`src/rtl/iram_loader_pkg.sv`:
```
//==============================================================================
// Module : iram_loader_pkg
// Brief  : Shared state encoding, error codes and framing constants.
// Rev    : 1.0
//==============================================================================
`default_nettype none

package iram_loader_pkg;

    typedef enum logic [2:0] {
        ST_IDLE   = 3'd0,
        ST_LEN_HI = 3'd1,
        ST_LEN_LO = 3'd2,
        ST_BYTES  = 3'd3,
        ST_WRITE  = 3'd4,
        ST_CSUM   = 3'd5,
        ST_DONE   = 3'd6,
        ST_ERR    = 3'd7
    } state_t;

    localparam logic [1:0] C_ERR_NONE = 2'd0;
    localparam logic [1:0] C_ERR_LEN  = 2'd1;
    localparam logic [1:0] C_ERR_CSUM = 2'd2;

    localparam int C_BYTES_PER_WORD = 4;

    // A start pulse is only honoured outside the loading states.
    function automatic logic state_is_busy(input state_t s);
        return !(s inside {ST_IDLE, ST_DONE, ST_ERR});
    endfunction

endpackage

`default_nettype wire

```
`src/rtl/iram_loader_if.sv`:
```
//==============================================================================
// Module : iram_loader_if
// Brief  : Byte-stream input, instruction-RAM write port and loader status.
// Rev    : 1.0
//==============================================================================
`default_nettype none

interface iram_loader_if #(
    parameter int ADDR_W = 10,
    parameter int DATA_W = 32
);
    logic              start;
    logic              in_valid;
    logic [7:0]        in_data;
    logic              in_ready;
    logic              ram_ena;
    logic              ram_wena;
    logic [ADDR_W-1:0] ram_addr;
    logic [DATA_W-1:0] ram_indata;
    logic              cpu_hold;
    logic              pc_restart;
    logic              busy;
    logic              done;
    logic              err;
    logic [1:0]        err_code;

    modport master (
        output start, in_valid, in_data,
        input  in_ready, ram_ena, ram_wena, ram_addr, ram_indata,
        input  cpu_hold, pc_restart, busy, done, err, err_code
    );

    modport slave (
        input  start, in_valid, in_data,
        output in_ready, ram_ena, ram_wena, ram_addr, ram_indata,
        output cpu_hold, pc_restart, busy, done, err, err_code
    );
endinterface

`default_nettype wire

```
`src/rtl/iram_loader_word_assembler.sv`:
```
//==============================================================================
// Module : iram_loader_word_assembler
// Brief  : Shifts bytes MSB-first into a 32-bit word and keeps a running XOR.
// Rev    : 1.0
//==============================================================================
`default_nettype none

module iram_loader_word_assembler
    import iram_loader_pkg::*;
(
    input  wire logic        clk,
    input  wire logic        rst,
    input  wire logic        i_clear,
    input  wire logic        i_byte_valid,
    input  wire logic [7:0]  i_byte,
    output logic      [31:0] o_word,
    output logic             o_word_full,
    output logic      [7:0]  o_csum
);
    logic [1:0]  r_idx;
    logic [31:0] r_word;
    logic [7:0]  r_csum;

    always_ff @(posedge clk) begin
        if (rst || i_clear) begin
            r_idx  <= '0;
            r_word <= '0;
            r_csum <= '0;
        end else if (i_byte_valid) begin
            r_idx  <= r_idx + 2'd1;
            r_word <= {r_word[23:0], i_byte};
            r_csum <= r_csum ^ i_byte;
        end
    end

    // Flags that the byte currently being offered completes the word.
    assign o_word_full = (r_idx == 2'(C_BYTES_PER_WORD - 1));
    assign o_word      = r_word;
    assign o_csum      = r_csum;

endmodule

`default_nettype wire

```
`src/rtl/iram_loader.sv`:
```
//==============================================================================
// Module : iram_loader
// Brief  : Loads a framed byte stream into instruction RAM while holding the CPU.
// Rev    : 1.0
//==============================================================================
`default_nettype none

module iram_loader
    import iram_loader_pkg::*;
#(
    parameter int ADDR_W = 10,
    parameter int DATA_W = 32
) (
    input wire logic     clk,
    input wire logic     rst,
    iram_loader_if.slave bus
);
    localparam logic [16:0] C_CAPACITY = 17'(2 ** ADDR_W);

    state_t            r_state;
    state_t            w_state_nxt;
    logic              w_in_ready;
    logic              w_start_acc;
    logic [16:0]       w_len;
    logic [DATA_W-1:0] w_word;
    logic              w_word_full;
    logic [7:0]        w_csum;
    logic [7:0]        r_len_hi;
    logic [16:0]       r_words_left;
    logic [ADDR_W-1:0] r_addr;
    logic [1:0]        r_err_code;
    logic              r_pc_restart;

    assign w_start_acc = bus.start && !state_is_busy(r_state);
    assign w_len       = {1'b0, r_len_hi, bus.in_data};

    iram_loader_word_assembler u_asm (
        .clk          (clk),
        .rst          (rst),
        .i_clear      (w_start_acc),
        .i_byte_valid ((r_state == ST_BYTES) && bus.in_valid),
        .i_byte       (bus.in_data),
        .o_word       (w_word),
        .o_word_full  (w_word_full),
        .o_csum       (w_csum)
    );

    always_ff @(posedge clk) begin
        if (rst) r_state <= ST_IDLE;
        else     r_state <= w_state_nxt;
    end

    always_comb begin
        w_state_nxt = r_state;
        w_in_ready  = 1'b0;
        case (r_state)
            ST_IDLE, ST_DONE, ST_ERR: begin
                if (w_start_acc) w_state_nxt = ST_LEN_HI;
            end
            ST_LEN_HI: begin
                w_in_ready = 1'b1;
                if (bus.in_valid) w_state_nxt = ST_LEN_LO;
            end
            ST_LEN_LO: begin
                w_in_ready = 1'b1;
                if (bus.in_valid) begin
                    if (w_len == 17'd0)           w_state_nxt = ST_CSUM;
                    else if (w_len > C_CAPACITY)  w_state_nxt = ST_ERR;
                    else                          w_state_nxt = ST_BYTES;
                end
            end
            ST_BYTES: begin
                w_in_ready = 1'b1;
                if (bus.in_valid && w_word_full) w_state_nxt = ST_WRITE;
            end
            ST_WRITE: begin
                w_state_nxt = (r_words_left == 17'd1) ? ST_CSUM : ST_BYTES;
            end
            ST_CSUM: begin
                w_in_ready = 1'b1;
                if (bus.in_valid) w_state_nxt = (bus.in_data == w_csum) ? ST_DONE : ST_ERR;
            end
            default: w_state_nxt = ST_IDLE;
        endcase
    end

    always_ff @(posedge clk) begin
        if (rst) begin
            r_len_hi     <= '0;
            r_words_left <= '0;
            r_addr       <= '0;
            r_err_code   <= C_ERR_NONE;
            r_pc_restart <= 1'b0;
        end else begin
            r_pc_restart <= (r_state == ST_CSUM) && (w_state_nxt == ST_DONE);
            if (w_start_acc) begin
                r_words_left <= '0;
                r_addr       <= '0;
                r_err_code   <= C_ERR_NONE;
            end
            if ((r_state == ST_LEN_HI) && bus.in_valid) r_len_hi <= bus.in_data;
            if ((r_state == ST_LEN_LO) && bus.in_valid) begin
                r_words_left <= w_len;
                if (w_len > C_CAPACITY) r_err_code <= C_ERR_LEN;
            end
            // The last word keeps its address so a full-capacity load never wraps.
            if (r_state == ST_WRITE) begin
                r_words_left <= r_words_left - 17'd1;
                if (r_words_left != 17'd1) r_addr <= r_addr + ADDR_W'(1);
            end
            if ((r_state == ST_CSUM) && bus.in_valid && (bus.in_data != w_csum))
                r_err_code <= C_ERR_CSUM;
        end
    end

    assign bus.in_ready   = w_in_ready;
    assign bus.ram_ena    = (r_state == ST_WRITE);
    assign bus.ram_wena   = (r_state == ST_WRITE);
    assign bus.ram_addr   = r_addr;
    assign bus.ram_indata = w_word;
    assign bus.cpu_hold   = !(r_state inside {ST_IDLE, ST_DONE});
    assign bus.pc_restart = r_pc_restart;
    assign bus.busy       = state_is_busy(r_state);
    assign bus.done       = (r_state == ST_DONE);
    assign bus.err        = (r_state == ST_ERR);
    assign bus.err_code   = r_err_code;

endmodule

`default_nettype wire
```
`src/flat_wrapper.sv`:
```
// flat-port wrapper written by rule: the top's interface ports become plain ports
module iram_loader_flat import iram_loader_pkg::*;
#(
    parameter int ADDR_W = 10,
    parameter int DATA_W = 32
)
  (clk, rst, bus_start, bus_in_valid, bus_in_data, bus_in_ready, bus_ram_ena, bus_ram_wena, bus_ram_addr, bus_ram_indata, bus_cpu_hold, bus_pc_restart, bus_busy, bus_done, bus_err, bus_err_code);
  iram_loader_if #(.ADDR_W(ADDR_W), .DATA_W(DATA_W)) bus_i ();
  input wire logic clk;
  input wire logic rst;
  input wire logic [$bits(bus_i.start)-1:0] bus_start;
  input wire logic [$bits(bus_i.in_valid)-1:0] bus_in_valid;
  input wire logic [$bits(bus_i.in_data)-1:0] bus_in_data;
  output wire logic [$bits(bus_i.in_ready)-1:0] bus_in_ready;
  output wire logic [$bits(bus_i.ram_ena)-1:0] bus_ram_ena;
  output wire logic [$bits(bus_i.ram_wena)-1:0] bus_ram_wena;
  output wire logic [$bits(bus_i.ram_addr)-1:0] bus_ram_addr;
  output wire logic [$bits(bus_i.ram_indata)-1:0] bus_ram_indata;
  output wire logic [$bits(bus_i.cpu_hold)-1:0] bus_cpu_hold;
  output wire logic [$bits(bus_i.pc_restart)-1:0] bus_pc_restart;
  output wire logic [$bits(bus_i.busy)-1:0] bus_busy;
  output wire logic [$bits(bus_i.done)-1:0] bus_done;
  output wire logic [$bits(bus_i.err)-1:0] bus_err;
  output wire logic [$bits(bus_i.err_code)-1:0] bus_err_code;
  assign bus_i.start = bus_start;
  assign bus_i.in_valid = bus_in_valid;
  assign bus_i.in_data = bus_in_data;
  assign bus_in_ready = bus_i.in_ready;
  assign bus_ram_ena = bus_i.ram_ena;
  assign bus_ram_wena = bus_i.ram_wena;
  assign bus_ram_addr = bus_i.ram_addr;
  assign bus_ram_indata = bus_i.ram_indata;
  assign bus_cpu_hold = bus_i.cpu_hold;
  assign bus_pc_restart = bus_i.pc_restart;
  assign bus_busy = bus_i.busy;
  assign bus_done = bus_i.done;
  assign bus_err = bus_i.err;
  assign bus_err_code = bus_i.err_code;
  iram_loader #(.ADDR_W(ADDR_W), .DATA_W(DATA_W)) u_core (.clk(clk), .rst(rst), .bus(bus_i));
endmodule
```
`config.mk`:
```
export PLATFORM = sky130hd
export DESIGN_NAME = iram_loader_flat
export DESIGN_NICKNAME = d
export VERILOG_FILES = /design/src/rtl/iram_loader_pkg.sv /design/src/rtl/iram_loader_if.sv /design/src/rtl/iram_loader_word_assembler.sv /design/src/rtl/iram_loader.sv /design/src/flat_wrapper.sv
export SDC_FILE = /design/constraint.sdc
export NUM_CORES = 1
export LEC_CHECK = 0
export ABC_AREA = 1
export ABC_CLOCK_PERIOD_IN_PS = 1300
export BUFFER_PORTS_ARGS = -buffer_cell sky130_fd_sc_hd__buf_2
export CAP_MARGIN = 20
export CORE_ASPECT_RATIO = 0.9
export CORE_MARGIN = 8
export CORE_UTILIZATION = 29
export CTS_CLUSTER_SIZE = 20
export DETAILED_ROUTE_END_ITERATION = 8
export PLACE_DENSITY = 0.6
export SLEW_MARGIN = 20
export SYNTH_ARGS = -nofsm -noshare
export SYNTH_HDL_FRONTEND = slang
export SYNTH_HIERARCHICAL = 1
export SYNTH_SLANG_ARGS = --single-unit
```
`constraint.sdc`:
```
create_clock -name clk -period 1.3 [get_ports clk]
set_input_delay 0.39 -clock clk [delete_from_list [all_inputs] [get_ports clk]]
set_output_delay 0.39 -clock clk [all_outputs]
set_load 0.01 [all_outputs]
```
==> run_results.csv, run 1 <==
group,metric,value,unit
outcome,outcome,"complete, but fails checks",
outcome,violations,"negative setup slack",
floorplan,start_util,0.299,
setup_path,start_kind,"flop",
setup_path,cp-startpoint,"u_core/r_state[1]",
placed_design,globalplace.congestion,0.872,
detailed_routing,firstDrtPassIters,5,
yosys,synth.top_cells.by_count,"nand2_1, dfxtp_1, nor2_1",
clock_network,cts_made_buffers,9,
setup_path,required,0.91,ns
layout,design_area,0.00676,mm2
yosys,yosysMostFrequentCell,"nand2_1",
grt,grt_util_all_layers,0.141,
placed_design,dp_cells,935,
pwr,pwr-share-seq,0.325,
yosys,yosysTopAreaCell,"dfxtp_1",
yosys,netlist.area_leader.share,0.394,
clock_network,clock-sinks,83,
setup_path,endpoint_kind,"output pin",
setup_path,reg2reg_from,"u_core/r_state[1]",
yosys,synth_seq_area_share,0.394,
layout,drive_gt1_frac,0.471,
placed_design,io_buffers,63,
pwr,p_sw_frac,0.364,
flow_run,drv_cap,0,
yosys,synthFlopType,"dfxtp_1",
clock_network,cts.root.buffer_cell,"clkbuf_16",
clock_network,clk-insertion-delay-late,0.35,ns
pwr,pwr-share-clk,0.299,
sta,worst_pin_slew,0.309,ns
detailed_routing,drtIter0Drc,273,
grt,grt_start_max_net_pins,40,
yosys,ys_ff_latch,83,
sta,hold_viol,0,
pwr,combPwrFrac,0.376,
floorplan,ios,64,
floorplan,dieArea,0.0187,mm2
sta,slew_headroom,0.794,
sta,timing.final.max_slew_violations,0,
sta,setup_ws,-0.315,ns
layout,synthToLayoutAreaGrowth,60.5,%
clock_network,path_clk_slew,0.07,ns
worst_hold_path,min-delay-start,"bus_in_data[0]",
sta,setup_viol,81,
sta,min_period,1.61,ns
placed_design,dp_hpwl,8960,um
floorplan,die_w,143,um
yosys,yosysWarnings,6,
worst_hold_path,hold_path.class,"input port to flop",
detailed_routing,ant_nets,0,
clock_network,cts_buffer_depth,2,
pwr,internal-power,5.49,mW
yosys,syn_avg_cell_area,6.99,um2
floorplan,die_height,130,um
yosys,synth_area_leaders,"dfxtp_1, nand2_1, nor2_1",
detailed_routing,via_per_inst,4.66,
grt,grt_pass1_wl,21000,um
sta,rsz0062_at_grt,"true",
yosys,ys_types,34,
sta,fmax,619,MHz
pwr,vdd_drop_max,0.865,mV
placed_design,placed_cell_area,0.00548,mm2
pwr,pwr_density_cell,1280,mW/mm2
floorplan,core_area,0.0141,mm2
detailed_routing,post_drt_wl_per_cell,14.2,um
clock_network,tritoncts,"yes",
setup_path,path_class,"flop to output pin",
detailed_routing,drc,0,
yosys,netlist_instances,603,
yosys,netlist_area,0.00422,mm2
sta,period_share,1.24,
floorplan,placementRows,41,
setup_path,crit_arrival,1.22,ns
detailed_routing,dr_total_vias,4576,
grt,first_global_vias,4289,
sta,setup_tns,-11.11,ns
clock_network,cts_htree_levels,3,
pwr,p_leak,2.86,nW
yosys,synth-async-reset-ratio,0,
detailed_routing,routed_wl,13900,um
grt,antenna_found_initial,0,
layout,post_layout_nonfiller_instances,981,
pwr,power_switching,3.15,mW
setup_path,critPathMaxFanout,4,
sta,clock_skew,0.0107,ns
layout,fin_nets,798,
yosys,synth-edff-count,0,
grt,overflow,0,
yosys,syn-num-nets,619,
## worst max-delay path, cell delays in order, from the launching register on
cell and delay, ns:
dfxtp_4 0.40, inv_4 0.05, nand2_4 0.06, inv_4 0.04, nand2_4 0.06, nand2_4 0.05
buf_6 0.11, buf_6 0.11
## cell families (layout without fill, tap and decap cells)
logic type | Yosys count | in the layout | share of synthesized area
buffers and inverters | 72 | 254 | 0.0790
flip-flops | 83 | 83 | 0.394
adder cells (fa/ha/maj) | 4 | 4 | 0.0119
AO/OA/AOI/OAI | 100 | 100 | 0.153
XOR/XNOR | 9 | 9 | 0.0187
other | 0 | 1 | 0
AND/OR/NAND/NOR | 335 | 337 | 0.344
## state kept, by name, summed over array words and instances (netlist names)
name and flops:
u_core/u_asm/o_word 32, u_core/bus.ram_addr 10, u_core/u_asm/r_idx 2, u_core/u_asm/o_csum 8, u_core/r_state 3, u_core/bus.pc_restart 1, u_core/r_words_left 17, u_core/r_len_hi 8
u_core/bus.err_code 2
## metrics by stage
step | setup WS [ns] | hold slack [ns] | util | power, mW
3_3_place_gp | -0.200 | 0.451 | 0.388 | 5.05
2_1_floorplan | -0.0264 | 0.440 | - | 4.14
3_5_place_dp | -0.198 | 0.455 | 0.388 | 5.05
6_report | -0.315 | 0.372 | 0.479 | 8.64
4_1_cts | -0.330 | 0.354 | 0.443 | 8.17
5_1_grt | -0.360 | 0.365 | 0.479 | 9.09
## layout by cell type, fill, tap and decap left out, types with 3 or more instances in the layout
cell type | synthesis | layout
nand2_1 | 179 | 159
buf_4 | 2 | 80
nor2_1 | 82 | 65
dfxtp_1 | 83 | 58
buf_2 | 11 | 56
a21oi_2 | 34 | 42
inv_1 | 41 | 36
buf_6 | 5 | 32
nand3_1 | 38 | 29
a21oi_1 | 33 | 24
dfxtp_2 | 0 | 21
nand2_2 | 5 | 18
nor2_4 | 1 | 15
clkbuf_16 | 0 | 13
buf_12 | 0 | 9
inv_4 | 1 | 9
nand3_2 | 1 | 9
o21ai_2 | 0 | 9
a31oi_1 | 9 | 9
nand2_4 | 3 | 8
o21ai_1 | 0 | 8
nor2_2 | 3 | 7
nand4_1 | 7 | 7
xnor2_1 | 7 | 7
inv_8 | 0 | 6
nor3_2 | 2 | 5
o21ai_0 | 22 | 4
dfxtp_4 | 0 | 4
clkinv_4 | 0 | 3
nand2_8 | 0 | 3
nor3_1 | 6 | 3
## power groups by stage
stage | sequential [mW] | clock, mW | combinational (mW)
3_3_place_gp | 2.82 | 0 | 2.23
4_1_cts | 2.79 | 2.63 | 2.74
6_report | 2.81 | 2.58 | 3.25
5_1_grt | 2.82 | 2.75 | 3.52
3_5_place_dp | 2.82 | 0 | 2.23
2_1_floorplan | 2.81 | 0 | 1.33
## layout make-up
class / count / area [um2]
Fill cell: 1362 / 7340
Multi-Input combinational cell: 450 / 2660
Sequential cell: 83 / 1700
Timing Repair Buffer: 183 / 1540
Inverter: 51 / 244
Tap cell: 193 / 241
Clock buffer: 9 / 225
Clock inverter: 7 / 76.3
Timing Repair inverter: 4 / 68.8
Antenna cell: 1 / 2.50
## timing repair
item | 4_1_cts | 5_1_grt
gates resized for setup | 106 | 88
pin swaps | 32 | 55
hold buffers | 0 | 0
endpoints found under the setup margin | 91 | 103
setup buffers | 11 | 10
cloned | 4 | 9
hold endpoints to repair | 0 | 0
## final timing paths
path	end	slack [ns]	cells past startpoint
worst max-delay path	bus_busy	-0.31	7
worst min-delay path	u_core/r_len_hi[0]	0.37	3
worst max register to register	u_core/r_words_left[5]	-0.23	11
worst min register to register	u_core/u_asm/o_word[27]	0.47	2
## metal layers
layer / global-route usage / up-vias / routed length (um)
met5: 0 / - / 0
met4: 0.0593 / 0 / 281
met3: 0.0243 / 20 / 743
met2: 0.227 / 128 / 6420
met1: 0.184 / 2108 / 6480
li1: - / 2320 / -
(Power assumes the default switching activity.)
==> run 2, diff against run 1 <==
Settings changed: CORE_UTILIZATION 29 to 45, PLACE_DENSITY 0.6 to 0.8, SKIP_CTS_REPAIR_TIMING set to 1.
==> run 2 against run 1 <==
  * Hold slack lost 0.090 ns
  * First-iteration DRC count grew 51%
  * Routed wire length grew 5.7%
  * Final area shrank 6.8%
  * Largest power group unchanged
  * Clock power shrank 23%
  * Core utilization grew 21 points
  * Sequential share of layout area grew 2.1 points
  * The run still ends with negative setup slack left
  * Flip-flop and latch count is the same
  * Combinational power shrank 8.6%
  * Die area shrank 32%
  * Setup slack lost 0.045 ns
  * Maximum frequency shrank 2.7%
==> run_results.csv, run 2 (synthesis gave the netlist of run 1 again) <==
group,metric,value,unit
sta,setup_viol,84,
worst_hold_path,whs_path_depth,2,
detailed_routing,drtIter0Drc,413,
clock_network,path_clk_slew,0.10,ns
setup_path,start_kind,"flop",
detailed_routing,dr_total_vias,4899,
flow_run,drv_cap,0,
floorplan,placementRows,33,
setup_path,crit_arrival,1.95,ns
pwr,pwr-share-seq,0.362,
clock_network,clk-insertion-delay-late,0.37,ns
sta,slew_headroom,0.790,
setup_path,reg2reg_from,"u_core/r_state[1]",
floorplan,die_height,108,um
outcome,outcome,"complete, but fails checks",
grt,first_global_vias,4334,
detailed_routing,via_per_inst,5.50,
layout,final_core_utilization,0.691,
placed_design,dp_hpwl,8920,um
sta,period_share,1.28,
sta,holdWs,0.282,ns
floorplan,start_util,0.462,
pwr,internal-power,4.94,mW
setup_path,endpoint_kind,"flop",
clock_network,cts_made_buffers,9,
sta,worst_pin_slew,0.312,ns
pwr,pwr-share-clk,0.256,
pwr,power_switching,2.82,mW
setup_path,path_class,"flop to flop",
pwr,combPwrFrac,0.382,
clock_network,cts.root.buffer_cell,"clkbuf_8",
pwr,vdd_drop_max,1.07,mV
layout,fillers,636,
setup_path,r2r-end,"u_core/u_asm/o_word[10]",
detailed_routing,post_drt_wl_per_cell,16.5,um
grt,antenna_found_initial,0,
pwr,p_leak,2.70,nW
grt,gr-usage-met1,0.226,
sta,hold_viol,0,
grt,grt_util_all_layers,0.188,
sta,clock_skew,0.0170,ns
placed_design,io_buffers,63,
placed_design,dp_slack,-0.265,ns
sta,min_period,1.66,ns
sta,fmax,602,MHz
clock_network,tritoncts,"yes",
layout,synthToLayoutAreaGrowth,49.6,%
floorplan,dieArea,0.0127,mm2
layout,largest_reg_flops,32,
detailed_routing,drc,0,
layout,final_common_cell,"nand2_1",
setup_path,required,1.59,ns
clock_network,clock-sinks,83,
grt,grt_pass1_wl,20100,um
floorplan,ios,64,
detailed_routing,ant_nets,0,
worst_hold_path,hold_path.class,"input port to flop",
grt,overflow,0,
grt,grt_use_met3,0.0325,
setup_path,critPathMaxFanout,6,
outcome,violations,"negative setup slack",
layout,fin_nets,780,
pwr,p_sw_frac,0.363,
worst_hold_path,min-delay-start,"rst",
layout,mostFrequentLayoutCells,"nand2_1, buf_4, nor2_1",
clock_network,cts_htree_levels,3,
layout,design_area,0.00631,mm2
setup_path,r2r_setup_slack,-0.36,ns
placed_design,globalplace.congestion,0.940,
detailed_routing,routed_wl,14700,um
layout,drive_gt1_frac,0.477,
floorplan,die_w,118,um
placed_design,placed_cell_area,0.00530,mm2
detailed_routing,firstDrtPassIters,5,
floorplan,core_area,0.00913,mm2
clock_network,cts_buffer_depth,2,
pwr,pwr_density_cell,1230,mW/mm2
sta,setup_ws,-0.360,ns
worst_hold_path,hold_end,"u_core/r_state[0]",
sta,timing.final.max_slew_violations,0,
sta,rsz0062_at_grt,"true",
layout,antennaDiodeCount,0,
grt,grt_start_max_net_pins,34,
setup_path,rr_worst_depth,11,
grt,grt_util_met2,0.338,
grt,busiest_layer,"met2",
## run 2: cell count changes in the layout (fill, tap and decap cells not counted), sizes merged
cell | previous run | this run
bufinv | 0 | 1
clkinvlp | 0 | 2
diode | 1 | 0
nand2 | 188 | 187
clkbuf | 14 | 11
clkinv | 6 | 3
inv | 56 | 51
buf | 178 | 169
## run 2: worst max-delay path by stage
stage                                       from                 endpoint  cells after the start
final                          u_core/r_state[1]  u_core/u_asm/o_word[10]                     11
after detailed placement  u_core/r_words_left[1]   u_core/bus.ram_addr[0]                      8
after global routing           u_core/r_state[1]  u_core/u_asm/o_word[10]                     11
after global placement    u_core/r_words_left[1]   u_core/bus.ram_addr[0]                      8
after CTS                      u_core/r_state[0]              bus_ram_ena                      5
after floorplan           u_core/r_words_left[0]  u_core/r_words_left[14]                     11
## run 2: metal layers
| metal | vias to the layer above | wire length, um |
|---|---|---|
| li1 | 2264 | - |
| met1 | 2332 | 5840 |
| met2 | 252 | 7480 |
| met3 | 51 | 960 |
| met4 | 0 | 444 |
| met5 | - | 0 |
## run 2: layout make-up
type / instances / area, um2 / share of cell area
inverter: 51 / 223 / 0.0353
tap: 122 / 153 / 0.0242
multi-input combinational: 449 / 2620 / 0.415
clock inverter: 6 / 71.3 / 0.0113
timing repair buffer: 170 / 1390 / 0.220
sequential: 83 / 1720 / 0.272
clock buffer: 10 / 138 / 0.0218
## run 2: critical path, cell delays in order (launching register included)
cell and delay (ns):
dfxtp_4 0.40, inv_4 0.08, nand2_4 0.06, inv_4 0.06, nand2_4 0.06, nand2_4 0.09
buf_6 0.12, nor2_8 0.05, nor2_4 0.20, clkinv_4 0.15, clkbuf_16 0.19, a21oi_2 0.11
## run 2: per-stage QoR
step	instances	TNS, ns	total power, mW
final	891	-20.93	7.76
after CTS	866	-10.11	6.85
after detailed placement	850	-6.22	4.90
after floorplan	603	-0.250	4.14
after global placement	850	-3.77	4.84
after global routing	891	-25.56	8.09
## run 2: power by group through the flow
stage / clock network, mW / logic [mW] / registers (mW)
after floorplan: 0 / 1.33 / 2.81
after global placement: 0 / 2.02 / 2.82
after detailed placement: 0 / 2.07 / 2.82
after CTS: 2.00 / 2.09 / 2.77
after global routing: 2.11 / 3.16 / 2.82
final: 1.98 / 2.97 / 2.81
==> run 3, diff against run 2 <==
Settings changed: CTS_CLUSTER_SIZE 20 to not set, SETUP_SLACK_MARGIN set to 0.2.
==> run 3 against run 2 <==
  * The flow still finishes with violations (negative setup slack)
  * Critical path depth shrank 7
  * Register-to-register slack gained 0.07 ns
  * Clock skew grew 0.0012 ns
  * Power shrank 1.8%
  * Die area is the same
  * Routed wire length grew 9.9%
==> run_results.csv, run 3 (synthesis gave the netlist of run 1 again) <==
group,metric,value,unit
outcome,outcome,"complete, but fails checks",
outcome,violations,"negative setup slack",
sta,setup_viol,89,
setup_path,path_class,"flop to output pin",
layout,synthToLayoutAreaGrowth,57.3,%
clock_network,cts.root.buffer_cell,"clkbuf_8",
clock_network,clk-insertion-delay-late,0.37,ns
sta,timing.final.max_slew_violations,0,
detailed_routing,firstDrtPassIters,7,
floorplan,die_w,118,um
setup_path,critPathMaxFanout,7,
clock_network,clock-sinks,83,
floorplan,core_area,0.00913,mm2
placed_design,dp_hpwl,8730,um
layout,regArea,0.00175,mm2
layout,antennaDiodeCount,0,
layout,final_common_cell,"nand2_1",
placed_design,globalplace.congestion,0.865,
detailed_routing,via_per_inst,5.65,
detailed_routing,routed_wl,16200,um
pwr,pwr_density_cell,1150,mW/mm2
setup_path,endpoint_kind,"output pin",
clock_network,path_clk_slew,0.11,ns
sta,worst_pin_slew,0.358,ns
layout,fillers,549,
sta,clock_skew,0.0181,ns
detailed_routing,dr_total_vias,5092,
setup_path,r2r_setup_slack,-0.29,ns
detailed_routing,drc,0,
placed_design,dp_slack,-0.192,ns
sta,min_period,1.61,ns
detailed_routing,ant_nets,0,
sta,setup_ws,-0.306,ns
flow_run,drv_cap,0,
grt,first_global_vias,4349,
sta,period_share,1.24,
detailed_routing,post_drt_wl_per_cell,18.0,um
layout,fin_nets,790,
sta,setup_tns,-13.37,ns
clock_network,tritoncts,"yes",
layout,drive_gt1_frac,0.510,
layout,largest_reg_flops,32,
grt,grt_start_max_net_pins,34,
layout,mostFrequentLayoutCells,"nand2_1, buf_4, buf_6",
grt,antenna_found_initial,0,
sta,rsz0062_at_grt,"true",
sta,fmax,623,MHz
setup_path,start_kind,"flop",
floorplan,start_util,0.462,
floorplan,ios,64,
setup_path,required,0.91,ns
pwr,vdd_drop_max,1.06,mV
clock_network,cts_htree_levels,3,
detailed_routing,drtIter0Drc,455,
layout,final_core_utilization,0.727,
grt,grt_pass1_wl,19500,um
floorplan,dieArea,0.0127,mm2
sta,hold_viol,0,
floorplan,placementRows,33,
worst_hold_path,hold_path.class,"input port to flop",
placed_design,io_buffers,63,
grt,overflow,0,
setup_path,crit_arrival,1.22,ns
clock_network,cts_buffer_depth,2,
sta,slew_headroom,0.759,
pwr,p_leak,2.76,nW
layout,multi_input_area,0.00267,mm2
grt,grt_util_all_layers,0.182,
floorplan,die_height,108,um
clock_network,cts_made_buffers,9,
==> run 3: worst paths after layout <==
kind	from	end	cells past startpoint
setup / recovery	u_core/r_state[2]	bus_ram_ena	4
setup reg to reg	u_core/r_words_left[1]	u_core/r_words_left[7]	8
hold / removal	bus_in_data[6]	u_core/u_asm/o_word[6]	3
hold reg to reg	u_core/r_len_hi[4]	u_core/r_len_hi[4]	2
==> run 3: final cells by class <==
class,instances,area share
sequential,83,0.265
clock buffer,9,0.0187
timing repair inverter,3,0.00547
timing repair buffer,176,0.238
clock inverter,7,0.0123
multi-input combinational,450,0.402
tap,122,0.0230
inverter,51,0.0362
==> run 3: critical path, stage by stage, from the launching register on <==
cell and delay (ns):
dfxtp_4 0.38, buf_4 0.15, nand2_8 0.09, clkinv_8 0.08, buf_2 0.14
==> run 3: power by group <==
part | total, mW | switching (mW) | internal (mW)
combinational | 2.90 | 1.72 | 1.18
clock | 1.91 | 1.15 | 0.763
sequential | 2.81 | 0.151 | 2.65
total | 7.61 | 3.02 | 4.60
==> run 3: per-layer routing <==
layer	routed length (um)	track usage	up-vias	part of all wire
li1	-	-	2285	-
met1	6050	0.219	2421	0.37
met2	8060	0.320	299	0.50
met3	1280	0.0325	87	0.079
met4	791	0.0676	0	0.049
met5	0	0	-	0
==> run 3: metrics by stage <==
stage               instance area [um2]  total power [mW]  cells  hold WS (ns)
global route                       6630              7.93    901         0.323
CTS                                5540              6.81    866         0.319
floorplan                          4350              4.18    603         0.439
finish                             6630              7.61    901         0.313
detailed placement                 5330              4.96    850         0.458
global placement                   5330              4.89    850         0.448
